--- src/rtl/result_readback_pkg.sv ---
// Shared widths, readback FSM encoding and the ReLU clamp helper for the
// result-RAM readback slice (optional clamp enabled by RESULT_RELU_EN).
package result_readback_pkg;
  localparam int ADDR_SIZE   = 8;
  localparam int RESULT_SIZE = 16;

  typedef enum logic [1:0] {
    ST_IDLE  = 2'd0,
    ST_READ  = 2'd1,
    ST_DRAIN = 2'd2,
    ST_DONE  = 2'd3
  } rb_state_e;

  function automatic logic [RESULT_SIZE-1:0] relu_clamp(input logic [RESULT_SIZE-1:0] word);
    logic [RESULT_SIZE-1:0] res;
    if (word[RESULT_SIZE-1]) begin
      res = {RESULT_SIZE{1'b0}};
    end else begin
      res = word;
    end
    return res;
  endfunction
endpackage

--- src/rtl/result_readback_if.sv ---
// Bundle of the writer trigger, result-RAM read port and output stream of
// result_readback; master is the readback engine, slave its surroundings.
interface result_readback_if;
  import result_readback_pkg::*;

  logic                   w_done;
  logic [ADDR_SIZE-1:0]   result_count;
  logic [ADDR_SIZE-1:0]   base_addr;
  logic                   rd_en;
  logic [ADDR_SIZE-1:0]   rd_addr;
  logic [RESULT_SIZE-1:0] rd_data;
  logic [RESULT_SIZE-1:0] o_data;
  logic                   o_valid;
  logic                   i_ready;
  logic                   o_last;
  logic                   o_busy;
  logic                   o_read_done;

  modport master (
    input  w_done, result_count, base_addr, rd_data, i_ready,
    output rd_en, rd_addr, o_data, o_valid, o_last, o_busy, o_read_done
  );

  modport slave (
    output w_done, result_count, base_addr, rd_data, i_ready,
    input  rd_en, rd_addr, o_data, o_valid, o_last, o_busy, o_read_done
  );
endinterface

--- src/rtl/result_readback_fifo.sv ---
// result_fifo: synchronous skid FIFO with combinational head, used to absorb
// result-RAM read returns while the downstream stalls.
module result_fifo #(
  parameter int WIDTH = 16,
  parameter int DEPTH = 4
) (
  input  logic                     clk,
  input  logic                     rst,
  input  logic                     push,
  input  logic [WIDTH-1:0]         push_data,
  input  logic                     pop,
  output logic [WIDTH-1:0]         head,
  output logic [$clog2(DEPTH):0]   count,
  output logic                     empty,
  output logic                     full
);
  localparam int AW = (DEPTH > 1) ? $clog2(DEPTH) : 1;
  localparam int CW = $clog2(DEPTH) + 1;
  localparam logic [AW-1:0] PTR_ONE = AW'(1'b1);
  localparam logic [CW-1:0] CNT_ONE = CW'(1'b1);
  localparam logic [CW-1:0] CNT_MAX = CW'(DEPTH);

  logic [WIDTH-1:0] mem_r [DEPTH];
  logic [AW-1:0]    wr_ptr_r, rd_ptr_r;
  logic [CW-1:0]    count_r;
  logic             wr_s, rd_s;

  assign empty = (count_r == {CW{1'b0}});
  assign full  = (count_r == CNT_MAX);
  assign count = count_r;
  assign head  = mem_r[rd_ptr_r];
  assign wr_s  = push & ~full;
  assign rd_s  = pop & ~empty;

  // Storage, pointers and occupancy; a simultaneous push and pop keeps count.
  always_ff @(posedge clk or posedge rst) begin
    if (rst) begin
      for (int i = 0; i < DEPTH; i++) begin
        mem_r[i] <= {WIDTH{1'b0}};
      end
      wr_ptr_r <= {AW{1'b0}};
      rd_ptr_r <= {AW{1'b0}};
      count_r  <= {CW{1'b0}};
    end else begin
      if (wr_s) begin
        mem_r[wr_ptr_r] <= push_data;
        wr_ptr_r        <= wr_ptr_r + PTR_ONE;
      end
      if (rd_s) begin
        rd_ptr_r <= rd_ptr_r + PTR_ONE;
      end
      case ({wr_s, rd_s})
        2'b10:   count_r <= count_r + CNT_ONE;
        2'b01:   count_r <= count_r - CNT_ONE;
        default: count_r <= count_r;
      endcase
    end
  end
endmodule

--- src/rtl/result_readback.sv ---
// result_readback: streams the result RAM out in address order after w_done,
// hiding read latency behind a credit-controlled skid FIFO (RESULT_RELU_EN clamps negatives).
module result_readback
  import result_readback_pkg::*;
#(
  parameter int RD_LATENCY = 1,
  parameter int FIFO_DEPTH = 4
) (
  input  logic clk,
  input  logic rst,
  result_readback_if.master bus
);
  localparam int CW = $clog2(FIFO_DEPTH) + 1;
  localparam logic [ADDR_SIZE-1:0] ADDR_ONE  = ADDR_SIZE'(1'b1);
  localparam logic [ADDR_SIZE-1:0] ADDR_ZERO = {ADDR_SIZE{1'b0}};
  localparam logic [CW:0]          DEPTH_W   = (CW + 1)'(FIFO_DEPTH);

  rb_state_e              state_r, state_s;
  logic [ADDR_SIZE-1:0]   count_r, base_r, issued_r, accepted_r, accepted_next_s;
  logic [RD_LATENCY-1:0]  sr_r;
  logic [CW:0]            inflight_s, slots_s;
  logic [CW-1:0]          fifo_count_s;
  logic                   fifo_empty_s, fifo_full_s;
  logic                   push_s, pop_s, issue_s;
  logic [RESULT_SIZE-1:0] push_data_s, head_s;
  logic                   rd_en_s, o_busy_s, o_read_done_s, o_last_s;
  logic [ADDR_SIZE-1:0]   rd_addr_s;

  // Credit check, handshake and FIFO write data.
  always_comb begin
    inflight_s = {(CW + 1){1'b0}};
    for (int i = 0; i < RD_LATENCY; i++) begin
      inflight_s = inflight_s + (CW + 1)'(sr_r[i]);
    end
    pop_s  = ~fifo_empty_s & bus.i_ready;
    push_s = sr_r[RD_LATENCY-1] & ~fifo_full_s;
    // A word leaving this cycle frees its slot, which keeps 1/cycle at DEPTH = LATENCY+1.
    slots_s = {1'b0, fifo_count_s} + inflight_s - (CW + 1)'(pop_s);
    issue_s = (state_r == ST_READ) && (issued_r != count_r) && (slots_s < DEPTH_W);
    if (pop_s) begin
      accepted_next_s = accepted_r + ADDR_ONE;
    end else begin
      accepted_next_s = accepted_r;
    end
`ifdef RESULT_RELU_EN
    push_data_s = relu_clamp(bus.rd_data);
`else
    push_data_s = bus.rd_data;
`endif
  end

  // FSM state register.
  always_ff @(posedge clk or posedge rst) begin
    if (rst) begin
      state_r <= ST_IDLE;
    end else begin
      state_r <= state_s;
    end
  end

  // FSM next state; an empty run takes one DRAIN cycle so o_read_done lands at T+2.
  always_comb begin
    state_s = state_r;
    case (state_r)
      ST_IDLE: begin
        if (bus.w_done) begin
          if (bus.result_count == ADDR_ZERO) begin
            state_s = ST_DRAIN;
          end else begin
            state_s = ST_READ;
          end
        end else begin
          state_s = ST_IDLE;
        end
      end
      ST_READ: begin
        if (issue_s && ((issued_r + ADDR_ONE) == count_r)) begin
          state_s = ST_DRAIN;
        end else begin
          state_s = ST_READ;
        end
      end
      ST_DRAIN: begin
        if (accepted_next_s == count_r) begin
          state_s = ST_DONE;
        end else begin
          state_s = ST_DRAIN;
        end
      end
      ST_DONE: state_s = ST_IDLE;
      default: state_s = ST_IDLE;
    endcase
  end

  // FSM outputs.
  always_comb begin
    rd_en_s       = issue_s;
    o_busy_s      = (state_r != ST_IDLE);
    o_read_done_s = (state_r == ST_DONE);
    o_last_s      = ~fifo_empty_s && (accepted_r == (count_r - ADDR_ONE));
    if (issue_s) begin
      rd_addr_s = base_r + issued_r;
    end else begin
      rd_addr_s = ADDR_ZERO;
    end
  end

  // Run parameters and issue/accept counters; w_done only latches in IDLE.
  always_ff @(posedge clk or posedge rst) begin
    if (rst) begin
      count_r    <= ADDR_ZERO;
      base_r     <= ADDR_ZERO;
      issued_r   <= ADDR_ZERO;
      accepted_r <= ADDR_ZERO;
    end else if ((state_r == ST_IDLE) && bus.w_done) begin
      count_r    <= bus.result_count;
      base_r     <= bus.base_addr;
      issued_r   <= ADDR_ZERO;
      accepted_r <= ADDR_ZERO;
    end else begin
      if (issue_s) begin
        issued_r <= issued_r + ADDR_ONE;
      end
      accepted_r <= accepted_next_s;
    end
  end

  // Read-latency valid shift register; the exiting bit is the FIFO push.
  always_ff @(posedge clk or posedge rst) begin
    if (rst) begin
      sr_r <= {RD_LATENCY{1'b0}};
    end else begin
      sr_r[0] <= issue_s;
      for (int i = 1; i < RD_LATENCY; i++) begin
        sr_r[i] <= sr_r[i-1];
      end
    end
  end

  result_fifo #(
    .WIDTH (RESULT_SIZE),
    .DEPTH (FIFO_DEPTH)
  ) u_fifo (
    .clk       (clk),
    .rst       (rst),
    .push      (push_s),
    .push_data (push_data_s),
    .pop       (pop_s),
    .head      (head_s),
    .count     (fifo_count_s),
    .empty     (fifo_empty_s),
    .full      (fifo_full_s)
  );

  assign bus.rd_en       = rd_en_s;
  assign bus.rd_addr     = rd_addr_s;
  assign bus.o_data      = head_s;
  assign bus.o_valid     = ~fifo_empty_s;
  assign bus.o_last      = o_last_s;
  assign bus.o_busy      = o_busy_s;
  assign bus.o_read_done = o_read_done_s;
endmodule

--- src/flat_wrapper.sv ---
// flat-port wrapper written by rule: the top's interface ports become plain ports
module result_readback_flat import result_readback_pkg::*;
#(
  parameter int RD_LATENCY = 1,
  parameter int FIFO_DEPTH = 4
)
  (clk, rst, bus_w_done, bus_result_count, bus_base_addr, bus_rd_data, bus_i_ready, bus_rd_en, bus_rd_addr, bus_o_data, bus_o_valid, bus_o_last, bus_o_busy, bus_o_read_done);
  result_readback_if bus_i ();
  input  logic clk;
  input  logic rst;
  input wire logic [$bits(bus_i.w_done)-1:0] bus_w_done;
  input wire logic [$bits(bus_i.result_count)-1:0] bus_result_count;
  input wire logic [$bits(bus_i.base_addr)-1:0] bus_base_addr;
  input wire logic [$bits(bus_i.rd_data)-1:0] bus_rd_data;
  input wire logic [$bits(bus_i.i_ready)-1:0] bus_i_ready;
  output wire logic [$bits(bus_i.rd_en)-1:0] bus_rd_en;
  output wire logic [$bits(bus_i.rd_addr)-1:0] bus_rd_addr;
  output wire logic [$bits(bus_i.o_data)-1:0] bus_o_data;
  output wire logic [$bits(bus_i.o_valid)-1:0] bus_o_valid;
  output wire logic [$bits(bus_i.o_last)-1:0] bus_o_last;
  output wire logic [$bits(bus_i.o_busy)-1:0] bus_o_busy;
  output wire logic [$bits(bus_i.o_read_done)-1:0] bus_o_read_done;
  assign bus_i.w_done = bus_w_done;
  assign bus_i.result_count = bus_result_count;
  assign bus_i.base_addr = bus_base_addr;
  assign bus_i.rd_data = bus_rd_data;
  assign bus_i.i_ready = bus_i_ready;
  assign bus_rd_en = bus_i.rd_en;
  assign bus_rd_addr = bus_i.rd_addr;
  assign bus_o_data = bus_i.o_data;
  assign bus_o_valid = bus_i.o_valid;
  assign bus_o_last = bus_i.o_last;
  assign bus_o_busy = bus_i.o_busy;
  assign bus_o_read_done = bus_i.o_read_done;
  result_readback #(.RD_LATENCY(RD_LATENCY), .FIFO_DEPTH(FIFO_DEPTH)) u_core (.clk(clk), .rst(rst), .bus(bus_i));
endmodule
--- config.mk ---
export PLATFORM = sky130hd
export DESIGN_NAME = result_readback_flat
export DESIGN_NICKNAME = d
export VERILOG_FILES = /design/src/rtl/result_readback_pkg.sv /design/src/rtl/result_readback_if.sv /design/src/rtl/result_readback_fifo.sv /design/src/rtl/result_readback.sv /design/src/flat_wrapper.sv
export SDC_FILE = /design/constraint.sdc
export NUM_CORES = 1
export LEC_CHECK = 0
export ABC_AREA = 0
export CORE_ASPECT_RATIO = 1.5
export CORE_UTILIZATION = 40
export DETAILED_ROUTE_END_ITERATION = 8
export DONT_BUFFER_PORTS = 1
export GPL_TIMING_DRIVEN = 0
export PLACE_DENSITY = 0.61
export SYNTH_ARGS = -nofsm -noshare
export SYNTH_HDL_FRONTEND = slang
export SYNTH_SLANG_ARGS = --single-unit
--- constraint.sdc ---
create_clock -name clk -period 7.9 [get_ports clk]
set_input_delay 1.185 -clock clk [delete_from_list [all_inputs] [get_ports clk]]
set_output_delay 1.185 -clock clk [all_outputs]
set_load 0.05 [all_outputs]
======== Word-level counts from Yosys, hierarchy flattened ========
Index checks and enable logic that the tools add are counted.
cells by class
  add/subtract/negate cells ............... 10
  multipliers ............................. 0
  div/mod/pow operators ................... 0
  order comparisons ....................... 4
  equality and inequality tests ........... 10
  shifts and indexed selects .............. 0
  mux-type cells .......................... 17
  bitwise operators ....................... 8
  reductions and logical operators ........ 12
operators with widths
  cell                   number
  $bwmux W64             1
  $mux W16               3
  $mux W8                5
  $bmux W16 S2           1
  $demux W16 S2          1
  $eq A8 B8 Y1           3
  $add A8 B1 Y8 const B  2
  $add A8 B8 Y8          1
  $logic_not A8 Y1       1
  $ne A8 B8 Y1           1
  $pmux W2 S4            1
  $sub A8 B1 Y8 const B  1
  $eq A2 B2 Y1 const B   3
  $ge A3 B3 Y1 const B   2
  $logic_and A1 B1 Y1    6
  $mux W2                3
  $not A2 Y3             2
  $pmux W3 S2            1
  $reduce_bool A2 Y1     3
  $add A2 B1 Y2 const B  2
  $add A3 B1 Y4          1
  $and A1 B1 Y1          4
  $eq A2 B1 Y1 const B   2
  $lt A4 B3 Y1 const B   1
  9 further kinds        10
storage, ports and cells
  register bits after elaboration ......... 106
  bits in latches ......................... 0
  memory bits (writable) .................. 0
  memory bits (read-only) ................. 0
  output and inout bits ................... 29
  memories kept ........................... 0

======== Longest topological paths before layout ========
  word-level depth ........................ 9
  mapped depth ............................ 11
  mapped depth without buffers ............ 11

======== Cells and area by module ========
A second synthesis with hierarchy kept.
unflattened totals
  cells, all modules ...................... 474
  area, all modules ....................... 5,953.2 um2
by module, submodules not included
  module           instances  cells an instance  area an instance (um2)
  result_fifo      1          193                3,357.0
  result_readback  1          281                2,596.2

======== Least setup slack after synthesis ========
Ideal clock, no wire load.
  kind .................................... input to output
  start point ............................. input port bus_i_ready
  end point ............................... output port bus_rd_addr[2]
  data arrival time ....................... 3.285 ns
  slack ................................... 3.430 ns
  cell stages on the path ................. 9
  path buffers ............................ 0
  cells stage by stage .................... o31a_1 -> ha_1 -> inv_1 -> ha_1 -> and3b_1 -> or4_1 -> nand3_2 -> nand2_4 -> nor2_1
on the way
  cells in the longest elaborated chain, start to end .. 5
RTL lines
  element              RTL line                text
  start: declaration   flat_wrapper.sv:15      input wire logic [$bits(bus_i.i_ready)-1:0] bus_i_ready;
  $and A1 B1 Y1        result_readback.sv:35   pop_s = ~fifo_empty_s & bus.i_ready;
  $sub A4 B1 Y4        result_readback.sv:38   slots_s = {1'b0, fifo_count_s} + inflight_s - (CW + 1)'(pop_s);
  $lt A4 B3 Y1         result_readback.sv:39   issue_s = (state_r == ST_READ) && (issued_r != count_r) && (slots_s < DEPTH_W);
  $logic_and A1 B1 Y1  result_readback.sv:39
  $mux W8              result_readback.sv:101  if (issue_s) begin
  end: declaration     flat_wrapper.sv:17      output wire logic [$bits(bus_i.rd_addr)-1:0] bus_rd_addr;
Every way passes these cells.

======== Worst setup path after layout ========
Same ends and word-level chain as after synthesis.

==> out/results.tsv <==
metric	value	unit
status	completed	
syn nets	553	
share of layout cells above drive strength 1	20.43	%
Post-CTS Setup Bufs	0	
fin crit share	59.18	%
crit end category	primary output	
Crit path arrival time	3490	ps
global placer's final weighted congestion	0.8347	
DRT antenna net count	0	
Mean Syn Cell Area	11.40	sq um
Fillers	1284	
CTS tree	yes	
fraction of the mapped netlist area in compound gates	4.858	%
Most Frequent Cell on Critical Path	ha_1	
Yosys reg bits	106	
WL/cell	17.66	um
Die Span X	99.18	um
crit path cell chain	o31a_1 -> ha_1 -> inv_1 -> ha_1 -> and3b_1 -> or4_1 -> nand3_2 -> nand2_4 -> nor2_1	
Critical Path RT	6710	ps
combinational power share	53.2	%
Clock Latency Late Sink	350	ps
cell count of the worst hold path	2	
Adder-Cell Fraction of Synth Area	4.681	%
Post-synth EDFFs	0	
Pwr per Cell Area	483.4	nW/um^2
r2r setup slk	4870	ps
final hold vios	0	
asr flop ratio synth	100.0	%
die height	147.8	um
Ports	65	
number of iterations in the first detailed-routing pass	4	
pin count of the biggest net entering global routing	72	
number of global-route vias before repair	3912	
routed length on met3	562	um
Met1 Routed Length	4.642	mm
Max Cap Viol	0	
top routing layer used	met4	
Worst Hold End	u_core.base_r[4]$_DFFE_PP0P_	
total die area	14660	sq um
Worst Tran Pin Value	1278	ps
worst hold-check path type	reg -> reg	
P_leak	2.664	nW
synth unique cells	47	
RSZ-0062 raised after global routing	no	
Max Transition Viols Final	0	
Max FO, Critical Path	10	
final net count	565	
Critical Path Source Type	primary input	
post-synthesis xor/xnor area fraction	8.810	%
CP peak stage delay	720	ps
placed cell areas	5906	sq um
FP Rows	52	
post-synth design cell area	5667	sq um
Initial Util	41.47	%
# hold bufs at CTS	0	
Area growth syn-to-layout	9.384	%
family with the most delay on the worst path	simple AND/OR/NAND/NOR gates	
total CTS buffers	9	
worst path bufs/invs	1	
total track usage	17.25	%
final setup fails	0	
crit path time final	4675	ps
global route overflow	0	
Post-DP HPWL	8.777	mm
Power Internal	1.593	mW
multiplexer share of the synthesized area	19.61	%
number of vias per cell	5.522	
FF-to-FF path depth	11	
Iter 0 DRT Violations	115	
Syn Inst Count	497	
CTS Sinks	106	
r2r startpoint	u_core.u_fifo.count[2]$_DFFE_PP0P_	
initial antenna violation count	0	
core area	13660	sq um
Slew headroom	14.60	%
Port Buffer Count	0	
Simple-Gate Fraction of Synth Area	12.36	%
clk slew on worst S/H paths	70	ps
Antenna Cells	0	
Max rail drop VDD	0.3566	mV
Clock Power Share	14.7	%
Synth Warn #	0	
H-tree depth	3	
final WL	11.94	mm
placed cells	660	
Max clock buf depth	2	
CP max stage cell	nor2_1	
Root Buffer Master	clkbuf_16	
Util after Layout	45.37	%
final clock skew	8.955	ps
DR DRC count	0	
sequential fraction of the synthesis area	46.81	%
fin cells	676	
Main synth FF type	dfrtp_1	
via count	3733	
kind of critical path	in -> out	
Resize count post-CTS	0	
Met2 Wirelength	6.472	mm
largest family of logic cells by synthesized area	multiplexers	
R2R Path End	u_core.state_r[0]$_DFF_PP0_	
setup TNS	0	ps
global-route wire length before repair	19.60	mm
final instance area	6198	sq um
fmax	213.9	MHz
worst hold start	u_core.base_r[4]$_DFFE_PP0P_	
sequential fraction of design power	32.1	%
NetSw	1.403	mW
switch share	46.84	%
## metrics by stage
step                      power [mW]  setup slack [ps]  hold slack [ps]
after floorplan                2.303              3430            449.7
after global placement         2.506              2880            461.8
after detailed placement       2.582              3204            475.3
after CTS                      3.029              3206            493.0
after global routing           3.190              3058            510.2
final                          2.996              3225            487.4
## power groups by stage
stage	registers [mW]	clock network, mW	logic (mW)
after global routing	0.995	0.472	1.72
after floorplan	0.918	0	1.39
after CTS	0.963	0.454	1.61
after detailed placement	0.974	0	1.61
after global placement	0.953	0	1.55
final	0.963	0.440	1.59
## placed cells by master (no fill, tap or decap), drive strengths merged, types with 2 or more instances in the layout
cell / netlist / routed
clkinv: 1 / 4
o41ai: 2 / 2
a21oi: 9 / 9
dfrtp: 106 / 106
nor4: 5 / 5
a31oi: 6 / 6
o31a: 2 / 2
mux2i: 3 / 3
xnor2: 31 / 31
clkbuf: 14 / 23
fa: 2 / 2
mux2: 64 / 64
o21ai: 10 / 10
nand2: 65 / 65
or4: 4 / 4
inv: 16 / 20
and3: 3 / 3
nand2b: 6 / 6
nor3: 3 / 3
mux4: 16 / 16
nor3b: 2 / 2
nand3: 16 / 16
nor2: 31 / 31
nand4: 6 / 6
buf: 9 / 10
and2: 2 / 2
a21o: 3 / 3
xor2: 26 / 26
o311ai: 2 / 2
or3: 2 / 2
ha: 18 / 18
## tightest hold or removal path, delay by kind of cell, from the launching register on
kind             cells  cell delay [ps]
and+or+nand+nor      2              110
DFF                  1              350
## cell type report
class                      instances  area [sq um]  share of cell area, %
buffer                            23         97.59                  1.574
clock buffer                       9         225.2                  3.633
timing repair buffer               1         27.53                 0.4441
multi-input combinational        351          2858                  46.10
inverter                          17         67.56                  1.090
sequential                       106          2653                  42.79
tap                              162         202.7                  3.270
clock inverter                     7         67.56                  1.090
## sequential cells by signal (all words and copies together), names as in the netlist
register,flops
u_core.u_fifo.mem_r,64
u_core.sr_r,1
u_core.base_r,8
u_core.u_fifo.rd_ptr_r,2
u_core.u_fifo.wr_ptr_r,2
u_core.issued_r,8
u_core.state_r,2
u_core.count_r,8
u_core.u_fifo.count,3
u_core.accepted_r,8
## routing by layer
| metal | GRT usage [%] | vias up |
|---|---|---|
| met4 | 6.397 | 0 |
| met2 | 31.92 | 86 |
| met5 | 0 | - |
| li1 | - | 1760 |
| met3 | 4.303 | 19 |
| met1 | 18.84 | 1868 |
## cell usage after synthesis, types with 2 or more instances
cell,count,area [sq um]
a21oi_1,7,35.03
clkbuf_1,14,52.55
xor2_1,26,227.7
or3_1,2,12.51
nor3b_1,2,15.01
o21ai_0,10,50.05
and3_1,3,18.77
dfrtp_1,106,2653
nand2_1,64,240.2
buf_2,9,45.04
nor2_1,31,116.4
mux2i_1,3,30.03
nand2b_1,6,37.54
xnor2_1,31,271.5
nand4_1,6,37.54
nand3_1,15,75.07
o41ai_1,2,17.52
o31a_1,2,17.52
inv_1,16,60.06
a31oi_1,6,37.54
nor3_1,3,15.01
fa_1,2,40.04
mux4_2,16,360.4
ha_1,18,225.2
nor4_1,5,31.28
or4_1,4,30.03
mux2_1,9,101.4
a21oi_2,2,17.52
o311ai_1,2,17.52
and2_1,2,12.51
a21o_1,3,22.52
mux2_2,55,619.3
## worst max-delay path by stage
stage	startpoint	endpoint	cells past startpoint
after global placement	rst	u_core.u_fifo.mem_r[61]$_DFFE_PP0P_	1
final	bus_i_ready	bus_rd_addr[2]	9
after global routing	bus_i_ready	bus_rd_addr[4]	9
after detailed placement	bus_i_ready	bus_rd_addr[2]	9
after CTS	bus_i_ready	bus_rd_addr[2]	9
after floorplan	bus_i_ready	bus_rd_addr[2]	9
## cell families after synthesis
| group | after synthesis |
|---|---|
| xor+xnor | 57 |
| buf+inv | 40 |
| simple gates | 150 |
| fa+ha+maj | 20 |
| mux | 83 |
| flops | 106 |
| compound gates | 41 |
(Power assumes the default switching activity.)
